<file path="src/rtl/multicycle_controller.sv">
// Control FSM for the multicycle CPU datapath: sequences FETCH/DECODE/EXEC/MEM/WB,
// drives datapath enables and selects, traps illegal instructions and counts retires.
module multicycle_controller #(
    parameter int unsigned CNT_W = 32
) (
    input  logic             clk,
    input  logic             reset_n,
    input  logic             run,
    input  logic [5:0]       OP,
    input  logic [5:0]       FUNCT,
    input  logic             zero,
    input  logic             overflow,
    output logic             PCWr,
    output logic             IRWr,
    output logic             MemWr,
    output logic             MemToReg,
    output logic             RegWr,
    output logic             RegDst,
    output logic             IsJAL,
    output logic             ALUsrcA,
    output logic [1:0]       ALUsrcB,
    output logic [2:0]       ALUctrl,
    output logic [1:0]       PCsrc,
    output logic [2:0]       state,
    output logic             halted,
    output logic             ovf_flag,
    output logic [CNT_W-1:0] instret
);

    typedef enum logic [2:0] {
        StIdle   = 3'd0,
        StFetch  = 3'd1,
        StDecode = 3'd2,
        StExec   = 3'd3,
        StMem    = 3'd4,
        StWb     = 3'd5,
        StHalt   = 3'd7
    } state_e;

    localparam logic [2:0] AluAdd = 3'b000;
    localparam logic [2:0] AluSub = 3'b001;
    localparam logic [2:0] AluXor = 3'b010;
    localparam logic [2:0] AluSlt = 3'b011;

    state_e           state_q, state_d;
    logic             ovf_pend_q, ovf_pend_d;
    logic             ovf_flag_q, ovf_flag_d;
    logic [CNT_W-1:0] instret_q, instret_d;
    logic             retire;

    logic is_r, r_add, r_sub, r_slt, r_jr, r_arith;
    logic i_lw, i_sw, i_j, i_jal, i_beq, i_bne, i_addi, i_xori, legal;

    always_comb begin
        is_r    = (OP == 6'h00);
        r_add   = is_r && (FUNCT == 6'h20);
        r_sub   = is_r && (FUNCT == 6'h22);
        r_slt   = is_r && (FUNCT == 6'h2A);
        r_jr    = is_r && (FUNCT == 6'h08);
        r_arith = r_add || r_sub || r_slt;
        i_lw    = (OP == 6'h23);
        i_sw    = (OP == 6'h2B);
        i_j     = (OP == 6'h02);
        i_jal   = (OP == 6'h03);
        i_beq   = (OP == 6'h04);
        i_bne   = (OP == 6'h05);
        i_addi  = (OP == 6'h08);
        i_xori  = (OP == 6'h0E);
        legal   = r_arith || r_jr || i_lw || i_sw || i_j || i_jal || i_beq || i_bne ||
                  i_addi || i_xori;
    end

    always_comb begin
        state_d    = state_q;
        ovf_pend_d = ovf_pend_q;
        ovf_flag_d = ovf_flag_q;
        instret_d  = instret_q;
        retire     = 1'b0;
        case (state_q)
            StIdle:   if (run) state_d = StFetch;
            StFetch:  state_d = StDecode;
            StDecode: state_d = legal ? StExec : StHalt;
            StExec: begin
                if ((r_add || r_sub || i_addi) && overflow) begin
                    ovf_pend_d = 1'b1;
                    ovf_flag_d = 1'b1;
                end
                if (r_arith || i_addi || i_xori) state_d = StWb;
                else if (i_lw || i_sw)           state_d = StMem;
                else                             retire  = 1'b1;
            end
            StMem:    if (i_lw) state_d = StWb; else retire = 1'b1;
            StWb:     retire = 1'b1;
            StHalt:   state_d = StHalt;
            default:  state_d = StIdle;
        endcase
        // run is only consulted here and in IDLE, so instructions always complete
        if (retire) begin
            state_d    = run ? StFetch : StIdle;
            instret_d  = instret_q + CNT_W'(1);
            ovf_pend_d = 1'b0;
        end
    end

    always_ff @(posedge clk or negedge reset_n) begin
        if (!reset_n) begin
            state_q    <= StIdle;
            ovf_pend_q <= 1'b0;
            ovf_flag_q <= 1'b0;
            instret_q  <= '0;
        end else begin
            state_q    <= state_d;
            ovf_pend_q <= ovf_pend_d;
            ovf_flag_q <= ovf_flag_d;
            instret_q  <= instret_d;
        end
    end

    always_comb begin
        PCWr     = 1'b0;
        IRWr     = 1'b0;
        MemWr    = 1'b0;
        MemToReg = 1'b0;
        RegWr    = 1'b0;
        RegDst   = 1'b0;
        IsJAL    = 1'b0;
        ALUsrcA  = 1'b0;
        ALUsrcB  = 2'd0;
        ALUctrl  = AluAdd;
        PCsrc    = 2'd0;
        case (state_q)
            StFetch: begin
                IRWr    = 1'b1;
                PCWr    = 1'b1;
                ALUsrcB = 2'd1;
            end
            StDecode: ALUsrcB = 2'd3;
            StExec: begin
                if (r_arith) begin
                    ALUsrcA = 1'b1;
                    ALUctrl = r_sub ? AluSub : (r_slt ? AluSlt : AluAdd);
                end else if (i_addi || i_lw || i_sw || i_xori) begin
                    ALUsrcA = 1'b1;
                    ALUsrcB = 2'd2;
                    ALUctrl = i_xori ? AluXor : AluAdd;
                end else if (i_beq || i_bne) begin
                    ALUsrcA = 1'b1;
                    ALUctrl = AluSub;
                    PCsrc   = 2'd1;
                    PCWr    = i_beq ? zero : !zero;
                end else if (i_j || i_jal) begin
                    PCWr    = 1'b1;
                    PCsrc   = 2'd2;
                    RegWr   = i_jal;
                    IsJAL   = i_jal;
                end else if (r_jr) begin
                    PCWr    = 1'b1;
                    PCsrc   = 2'd3;
                end
            end
            StMem: begin
                if (i_lw || i_sw) begin
                    ALUsrcA = 1'b1;
                    ALUsrcB = 2'd2;
                end
                MemWr = i_sw;
            end
            StWb: begin
                if (i_lw) begin
                    RegWr    = 1'b1;
                    MemToReg = 1'b1;
                end else if (r_arith) begin
                    RegWr  = !ovf_pend_q;
                    RegDst = 1'b1;
                end else if (i_addi) begin
                    RegWr  = !ovf_pend_q;
                end else if (i_xori) begin
                    RegWr  = 1'b1;
                end
            end
            default: ;
        endcase
    end

    assign state    = state_q;
    assign halted   = (state_q == StHalt);
    assign ovf_flag = ovf_flag_q;
    assign instret  = instret_q;

endmodule
</file>
<file path="config.mk">
export PLATFORM = sky130hd
export DESIGN_NAME = multicycle_controller
export DESIGN_NICKNAME = d
export VERILOG_FILES = /design/src/rtl/multicycle_controller.sv
export SDC_FILE = /design/constraint.sdc
export NUM_CORES = 1
export LEC_CHECK = 0
export ABC_AREA = 0
export CAP_MARGIN = 5
export CORE_MARGIN = 3
export CORE_UTILIZATION = 35
export DETAILED_ROUTE_END_ITERATION = 8
export GPL_TIMING_DRIVEN = 1
export PLACE_DENSITY = 0.71
export SLEW_MARGIN = 10
export SYNTH_ARGS = -nofsm -noshare
export SYNTH_HDL_FRONTEND = slang
export SYNTH_SLANG_ARGS = --single-unit
</file>
<file path="constraint.sdc">
create_clock -name clk -period 5.2 [get_ports clk]
set_clock_uncertainty 0.05 [all_clocks]
set_input_delay 1.04 -clock clk [delete_from_list [all_inputs] [get_ports clk]]
set_output_delay 1.04 -clock clk [all_outputs]
set_load 0.02 [all_outputs]
</file>
### Word level (Yosys, flattened, before mapping)

Cells that the tools add are included.

| word-level totals | value |
|---|---|
| register bits after elaboration | 37 |
| bits in latches | 0 |
| bits in writable memories | 0 |
| memory bits (read-only) | 0 |
| output and inout bits | 52 |
| memories kept | 0 |

| operators by class | value |
|---|---|
| add/subtract/negate cells | 1 |
| $mul | 0 |
| divide/modulo/power cells | 0 |
| magnitude comparators | 0 |
| eq/ne operators | 22 |
| shift operators | 0 |
| mux-type cells | 61 |
| bitwise operators | 0 |
| reduce and logical (&&, ||, !) cells | 34 |

Operators by type and width:

| cell | count |
|---|---|
| 1-bit two-way mux | 34 |
| 32-bit by 1-bit adder with 32-bit output (second input constant) | 1 |
| 6-bit == test (second input constant) | 5 |
| 2-bit two-way mux | 15 |
| 3-bit case mux with 7 select lines | 1 |
| 1-bit logical OR | 20 |
| 6-bit by 4-bit == test with 1-bit output (second input constant) | 3 |
| 3-bit two-way mux | 6 |
| 6-bit by 2-bit == test with 1-bit output (second input constant) | 2 |
| 6-bit by 3-bit == test with 1-bit output (second input constant) | 2 |
| 3-bit == test (second input constant) | 3 |
| 2-bit case mux with 4 select lines | 1 |
| 3-bit by 2-bit == test with 1-bit output (second input constant) | 2 |
| 6-bit logical NOT | 1 |
| 3-bit != test (second input constant) | 2 |
| 1-bit case mux with 2 select lines | 3 |
| 1-bit logical AND | 5 |
| 4-bit != test (second input constant) | 1 |
| 2-bit AND reduction | 2 |
| 4-bit AND reduction | 1 |
| 2-bit nonzero test | 2 |
| 3-bit by 1-bit == test with 1-bit output (second input constant) | 1 |
| 3-bit logical NOT | 1 |
| 1-bit case mux with 3 select lines | 1 |
| 2 further kinds | 3 |

### Depth between registers and ports, before layout

Gate-level depths: netlist of the first run.

| depth | value |
|---|---|
| word-level depth | 16 |
| mapped depth | 7 |
| depth with buffers taken out | 6 |

### Worst setup path after synthesis of the first run

Ideal clock, no wire load.

| timing path | value |
|---|---|
| kind | input port to output port |
| start point | input port OP[2] |
| end point | output port PCsrc[0] |
| arrival | 2.563 ns |
| slack | 1.547 ns |
| cell stages on the path | 6 |
| cell sequence | buf_6 > and3b_1 > a32oi_1 > o211a_4 > buf_2 > a21boi_0 |

| between the ends | value |
|---|---|
| longest elaborated chain between the ends | 8 |
| elaborated cells between the ends (all ways) | 26 |
| classes of those cells | eq/ne (8); mux (6); reduce/logical (12) |

Ends and longest elaborated chain:

| element | line | text |
|---|---|---|
| start: declaration | 9 | `input logic [5:0] OP,` |
| 6-bit logical NOT | 55 | `is_r = (OP == 6'h00);` |
| 1-bit logical AND | 59 | `r_jr = is_r && (FUNCT == 6'h08);` |
| 2-bit two-way mux | 156 | `end else if (r_jr) begin` |
| 2-bit two-way mux | 151 | `end else if (i_j \|\| i_jal) begin` |
| 2-bit two-way mux | 146 | `end else if (i_beq \|\| i_bne) begin` |
| 2-bit two-way mux | 142 | `end else if (i_addi \|\| i_lw \|\| i_sw \|\| i_xori) begin` |
| 2-bit two-way mux (*) | 139 | `if (r_arith) begin` |
| 2-bit two-way mux (*) | 131 | `case (state_q)` |
| end: declaration | 23 | `output logic [1:0] PCsrc,` |

Mark *: on every way between the ends. The rest lies on a longest branch, timed or not.

### Worst setup path after layout of the first run

Same ends and word-level chain as after synthesis.

==> results of run 1 <==
[logic make-up (layout without fill, tap and decap cells)]
group	Yosys count	after routing	synth area share
mux	1	1	0.00649
xor+xnor	34	34	0.129
buf+inv	17	81	0.0400
fa+ha+maj	1	1	0.00541
other cells	1	1	0.00162
simple gates	90	90	0.240
compound gates	55	55	0.177
flops	37	37	0.400
[layout make-up]
type / count / area [sq um] / share of cell area
Multi-Input combinational cell: 182 / 1300 / 0.420
Sequential cell: 37 / 926 / 0.299
Timing Repair Buffer: 69 / 681 / 0.220
Tap cell: 75 / 93.8 / 0.0303
Clock buffer: 6 / 72.6 / 0.0234
Inverter: 4 / 15.0 / 0.00484
Clock inverter: 2 / 10.0 / 0.00323
[layer usage]
metal / share of wire / GRT usage / wire length [um]
met5: 0 / 0 / 0
met4: 0.015 / 0.0502 / 92
met3: 0.055 / 0.0426 / 327
met2: 0.46 / 0.242 / 2730
met1: 0.47 / 0.240 / 2830
[power breakdown]
part / internal (W) / switching [W] / leakage [nW]
Clock: 0.0000929 / 0.000103 / 0.0450
Combinational: 0.000212 / 0.000253 / 0.648
Sequential: 0.000325 / 0.0000734 / 0.502
Total: 0.000630 / 0.000430 / 1.20
[placed cells by master (no fill, tap or decap), drive strengths merged, types with 2 or more instances in the layout]
master         instances
nand3                 10
nor2                  17
inv                    4
clkbuf                 6
a21oi                  7
nand4b                 2
o211a                  2
nor4                   5
and2                   6
nand4                  6
o21ai                  9
buf                    3
o2111ai               13
clkdlybuf4s50         66
xnor2                 30
and3                   9
nor3                   3
nand2b                 5
o211ai                13
a31oi                  2
xor2                   4
nor3b                  4
dfrtp                 37
nor2b                  6
clkinv                 2
nand2                 10
a21o                   2
[sequential cells by signal (all words and copies together) (netlist names)]
register    cells
instret        32
state           3
ovf_flag        1
ovf_pend_q      1
[final timing paths]
| check | start | endpoint | slack, ps |
|---|---|---|---|
| max | OP[2] | PCsrc[0] | 650 |
| min | instret[31] | instret[31] | 410 |
| max reg2reg | instret[2] | instret[31] | 2870 |
| min reg2reg | instret[31] | instret[31] | 410 |
| max in group asynchronous | reset_n | instret[29] | 3810 |
| min in group asynchronous | reset_n | state[1] | 780 |
[through the flow]
| step | instances | cell area, sq um |
|---|---|---|
| 6_report | 375 | 3100 |
| 3_3_place_gp | 367 | 3020 |
| 5_1_grt | 375 | 3100 |
| 4_1_cts | 375 | 3100 |
| 3_5_place_dp | 367 | 3020 |
| 2_1_floorplan | 236 | 2310 |
==> flow_summary.json, run 1 <==
{
  "run_status": "finished clean",
  "ant_nets": 0,
  "first_global_vias": 1914,
  "cp_cell_sequence": "clkdlybuf4s50_1 > and3b_1 > a32oi_1 > o211a_4 > a21boi_0 > clkdlybuf4s50_1",
  "critical_path_class": "in2out",
  "yosys.cell_count.top_type": "dfrtp_1",
  "post-synth-top-area-cell": "dfrtp_1",
  "postRouteWirelength_um": 5980,
  "power_per_cell_area_mw_per_mm2": 342,
  "post_cts_resized": 0,
  "fp.dieH_um": 87.3,
  "layout_worst_path_cycle_share": 0.876,
  "worst-path-buf-inv": 2,
  "peakVddDrop_uv": 258,
  "seq_area_frac_synth": 0.400,
  "static-leakage-power_nw": 1.20,
  "final_report_setup_violation_count": 0,
  "synth_largest_type_area_fraction": 0.400,
  "synth.net_count": 254,
  "drt_drc_violations_left": 0,
  "grt_start_max_net_pins": 38,
  "finalCoreUtilization": 0.503,
  "critPathMaxFanout": 9,
  "drv_cap": 0,
  "synth_edf_count": 0,
  "num_vias": 2071,
  "gr-total-overflow": 0,
  "hpwl_um": 4400,
  "die_w_um": 87.3,
  "worst_ep_arrival_time_ps": 3460,
  "slowest_stage": "clkdlybuf4s50_1",
  "syn2layout_area_growth_pct": 34.0,
  "ctsLongestPathBuffers": 2,
  "initialDrtViolationCount": 194,
  "slew_worst_pin_ps": 1130,
  "netlist_area_sq_mm": 0.00231,
  "post-route-min-period_ps": 4550,
  "finalMaxSlewViolations": 0,
  "place.port_buffers": 67,
  "ys_ff_latch": 37,
  "ctsHtreeMaxLevel": 2,
  "number_of_standard_cells_after_synthesis": 236,
  "maxClockFrequency_mhz": 220,
  "groute.usage.overall": 0.166,
  "ctsRootBufferMaster": "clkbuf_8",
  "total_power_w": 0.00106,
  "ios": 69,
  "endpoint_kind": "output pin",
  "holdCritPathClass": "reg2reg",
  "hold_buffers": 0,
  "dieArea_sq_mm": 0.00762,
  "worst-path-stages": 6,
  "routedWlPerCell_um": 15.9,
  "numClockSinks": 37,
  "gpl.final_weighted_congestion": 0.924,
  "synth_area_leaders": "dfrtp_1 (40%), xnor2_1 (11%), o2111ai_1 (4.9%)",
  "layout_setup_ws_ps": 647,
  "worst_skew_pair_later_pin_latency_ps": 300,
  "cp.required_ps": 4110,
  "clk_pin_slew_ps": 70,
  "final.setup.tns_ps": 0,
  "cts_setup_buffers": 0,
  "avgSynthCellArea_sq_um": 9.80,
  "worst_r2r_path_depth": 5,
  "finish.net_count": 317,
  "postSynth.asyncResetShare": 1.00,
  "final_layout_size_suffix_gt1_frac": 0.0700,
  "pre_cts_ws_ps": 679,
  "max_stage_delay_ps": 710,
  "rsz_0062_raised_after_global_routing": "false",
  "firstDrtPassIters": 4,
  "synthesis.yosys.warnings": 0,
  "fillCellCount": 585,
  "worst_hold_path.num_cells": 1,
  "rows": 28,
  "floorplan.core_area_sq_mm": 0.00617,
  "critPathTopFamily": "buffers and inverters",
  "ys.flop_type": "dfrtp_1",
  "synth.lib_cells_used.distinct": 49,
  "hold_violations": 0,
  "initial_utilization": 0.375,
  "worst_hold_slack_ps": 414,
  "grt_pass1_wl_um": 9930,
  "viasPerCell": 5.52,
  "synthTopCellsByCount": "dfrtp_1 (37), xnor2_1 (30), nor2_1 (17)",
  "critPathMostFrequentCell": "clkdlybuf4s50_1",
  "antenna_violations_before_repair": 0,
  "antenna_cells_inserted": 0,
  "startpoint_type": "input pin",
  "tritoncts": "yes",
  "timing.max_slew.rel_slack": 0.241,
  "tritoncts.num_buffers": 5
}
(Power assumes the default switching activity.)
==> inputs of run 2 (changes only) <==
GPL_ROUTABILITY_DRIVEN = 0   (was unset)
RECOVER_POWER = 25   (was unset)
==> run 2 against run 1 <==
Effect of this change: the flow now finishes with violations (max-capacitance violations, max-slew violations); clock-buffer cell count shrank 1; first-iteration DRC count grew 20%; die area is the same; power shrank 0.57%; wire length grew 1.7%; flip-flop and latch count is the same; combinational power grew 1%; non-clock buffer count is the same; register-to-register slack lost 70 ps; global-route usage shrank 0.085 points; highest routed layer unchanged.
==> flow_summary.json, run 2 (same netlist as run 1, synthesis figures left out) <==
{
  "run_status": "complete, but fails checks",
  "violations_in_the_final_reports": "max-capacitance violations, max-slew violations",
  "syn2layout_area_growth_pct": 33.5,
  "firstDrtPassIters": 4,
  "postRouteWirelength_um": 6080,
  "timing.max_slew.rel_slack": -0.339,
  "ios": 69,
  "ctsLongestPathBuffers": 2,
  "hold_buffers": 0,
  "final_cell_mix": "clkdlybuf4s50_1 (66), dfrtp_1 (37), xnor2_1 (30)",
  "hpwl_um": 4470,
  "final_report_setup_violation_count": 0,
  "initial_utilization": 0.375,
  "maxClockFrequency_mhz": 219,
  "post_cts_resized": 0,
  "worst-path-buf-inv": 2,
  "numClockSinks": 37,
  "cts_setup_buffers": 0,
  "peakVddDrop_uv": 273,
  "critPathTopFamily": "buffers and inverters",
  "rows": 28,
  "viasPerCell": 5.57,
  "instances_no_fill": 373,
  "hold_violations": 0,
  "critPathMostFrequentCell": "clkdlybuf4s50_1",
  "critical_path_class": "in2out",
  "slew_worst_pin_ps": 2010,
  "antenna_cells_inserted": 0,
  "max_stage_delay_ps": 720,
  "layout_commonest_cell": "clkdlybuf4s50_1",
  "cp.required_ps": 4110,
  "grt_pass1_wl_um": 10100,
  "placed_cells_incl_taps": 367,
  "tritoncts.num_buffers": 5,
  "initialDrtViolationCount": 233,
  "finalMaxSlewViolations": 38,
  "worstHoldStart": "instret[31]",
  "slowest_stage": "clkdlybuf4s50_1",
  "worst_hold_path.num_cells": 1,
  "crit-reg2reg-launch": "state[0]",
  "grt_start_max_net_pins": 38,
  "ctsRootBufferMaster": "clkbuf_8",
  "ant_nets": 0,
  "worst_r2r_path_depth": 5,
  "routedWlPerCell_um": 16.3,
  "ctsHtreeMaxLevel": 2,
  "worst_hold_slack_ps": 414,
  "antenna_violations_before_repair": 0,
  "layout_worst_path_cycle_share": 0.879,
  "hold-path-endpoint": "instret[31]",
  "final_layout_size_suffix_gt1_frac": 0.0638,
  "rsz_0062_raised_after_global_routing": "false",
  "clk_pin_slew_ps": 60,
  "tritoncts": "yes",
  "drv_cap": 1,
  "power_per_cell_area_mw_per_mm2": 341,
  "holdCritPathClass": "reg2reg",
  "static-leakage-power_nw": 1.19,
  "final.setup.tns_ps": 0,
  "die_w_um": 87.3,
  "drt_drc_violations_left": 0,
  "max_ffs_per_register": 32,
  "place.port_buffers": 67,
  "critPathMaxFanout": 9,
  "gr-total-overflow": 0,
  "floorplan.core_area_sq_mm": 0.00617,
  "startpoint_type": "input pin",
  "groute.usage.overall": 0.165,
  "post-route-min-period_ps": 4570,
  "r2r_end": "instret[27]",
  "cp_cell_sequence": "clkdlybuf4s50_1 > and3b_1 > a32oi_1 > o211a_4 > a21boi_0 > clkdlybuf4s50_1",
  "endpoint_kind": "output pin",
  "worst_skew_pair_later_pin_latency_ps": 280,
  "finish.net_count": 317,
  "setup.reg_to_reg.worst_slack_ps": 2800,
  "worst_ep_arrival_time_ps": 3480,
  "dieArea_sq_mm": 0.00762,
  "first_global_vias": 2025,
  "fp.dieH_um": 87.3,
  "num_vias": 2078
}
[run 2: cell count changes in the layout (fill, tap and decap cells not counted)]
| cell | previous run | this run |
|---|---|---|
| buf_2 | 1 | 0 |
| clkinv_2 | 2 | 1 |
[run 2: worst max-delay path by stage]
stage          startpoint       end  slack (ps)  depth (start not counted)
6_report            OP[2]  PCsrc[0]         630                          6
5_1_grt             OP[2]  PCsrc[0]         510                          6
3_3_place_gp        OP[2]  PCsrc[0]         720                          6
4_1_cts             OP[2]  PCsrc[0]         670                          6
3_5_place_dp        OP[2]  PCsrc[0]         680                          6
2_1_floorplan       OP[2]  PCsrc[0]        1550                          6
[run 2: routing by layer]
layer  GRT usage  wire length, um  up-vias
met1       0.236             2820     1002
met3      0.0312              280       10
li1            -                -     1002
met4      0.0474               97        0
met2       0.254             2880       64
met5           0                0        -
[run 2: worst register-to-register path, cell delays in order (launching register included)]
cell     delay [ps]
dfrtp_1         670
nor2_1          120
a31oi_2         790
nand3_1         270
a21oi_1         250
xor2_1          160
[run 2: cell type report]
cell class	count	area, sq um
clock buffer	5	68.8
clock inverter	1	5.00
fill	590	3080
inverter	4	15.0
multi-input combinational	182	1300
sequential	37	926
tap	75	93.8
timing repair buffer	69	679
[run 2: per-stage QoR]
| step | power [W] | utilization | instance area (sq um) | worst slack, ps |
|---|---|---|---|---|
| 5_1_grt | 0.00112 | 0.501 | 3090 | 513 |
| 3_5_place_dp | 0.000877 | 0.489 | 3020 | 676 |
| 3_3_place_gp | 0.000863 | 0.489 | 3020 | 723 |
| 4_1_cts | 0.00106 | 0.501 | 3090 | 665 |
| 6_report | 0.00105 | 0.501 | 3090 | 629 |
| 2_1_floorplan | 0.000692 | - | 2310 | 1550 |
[run 2: power by group]
part | leakage, nW | total [W] | switching, W | internal, W
combinational | 0.645 | 0.000471 | 0.000260 | 0.000211
clock | 0.0399 | 0.000183 | 0.0000952 | 0.0000882
sequential | 0.502 | 0.000399 | 0.0000743 | 0.000325
total | 1.19 | 0.00105 | 0.000429 | 0.000625
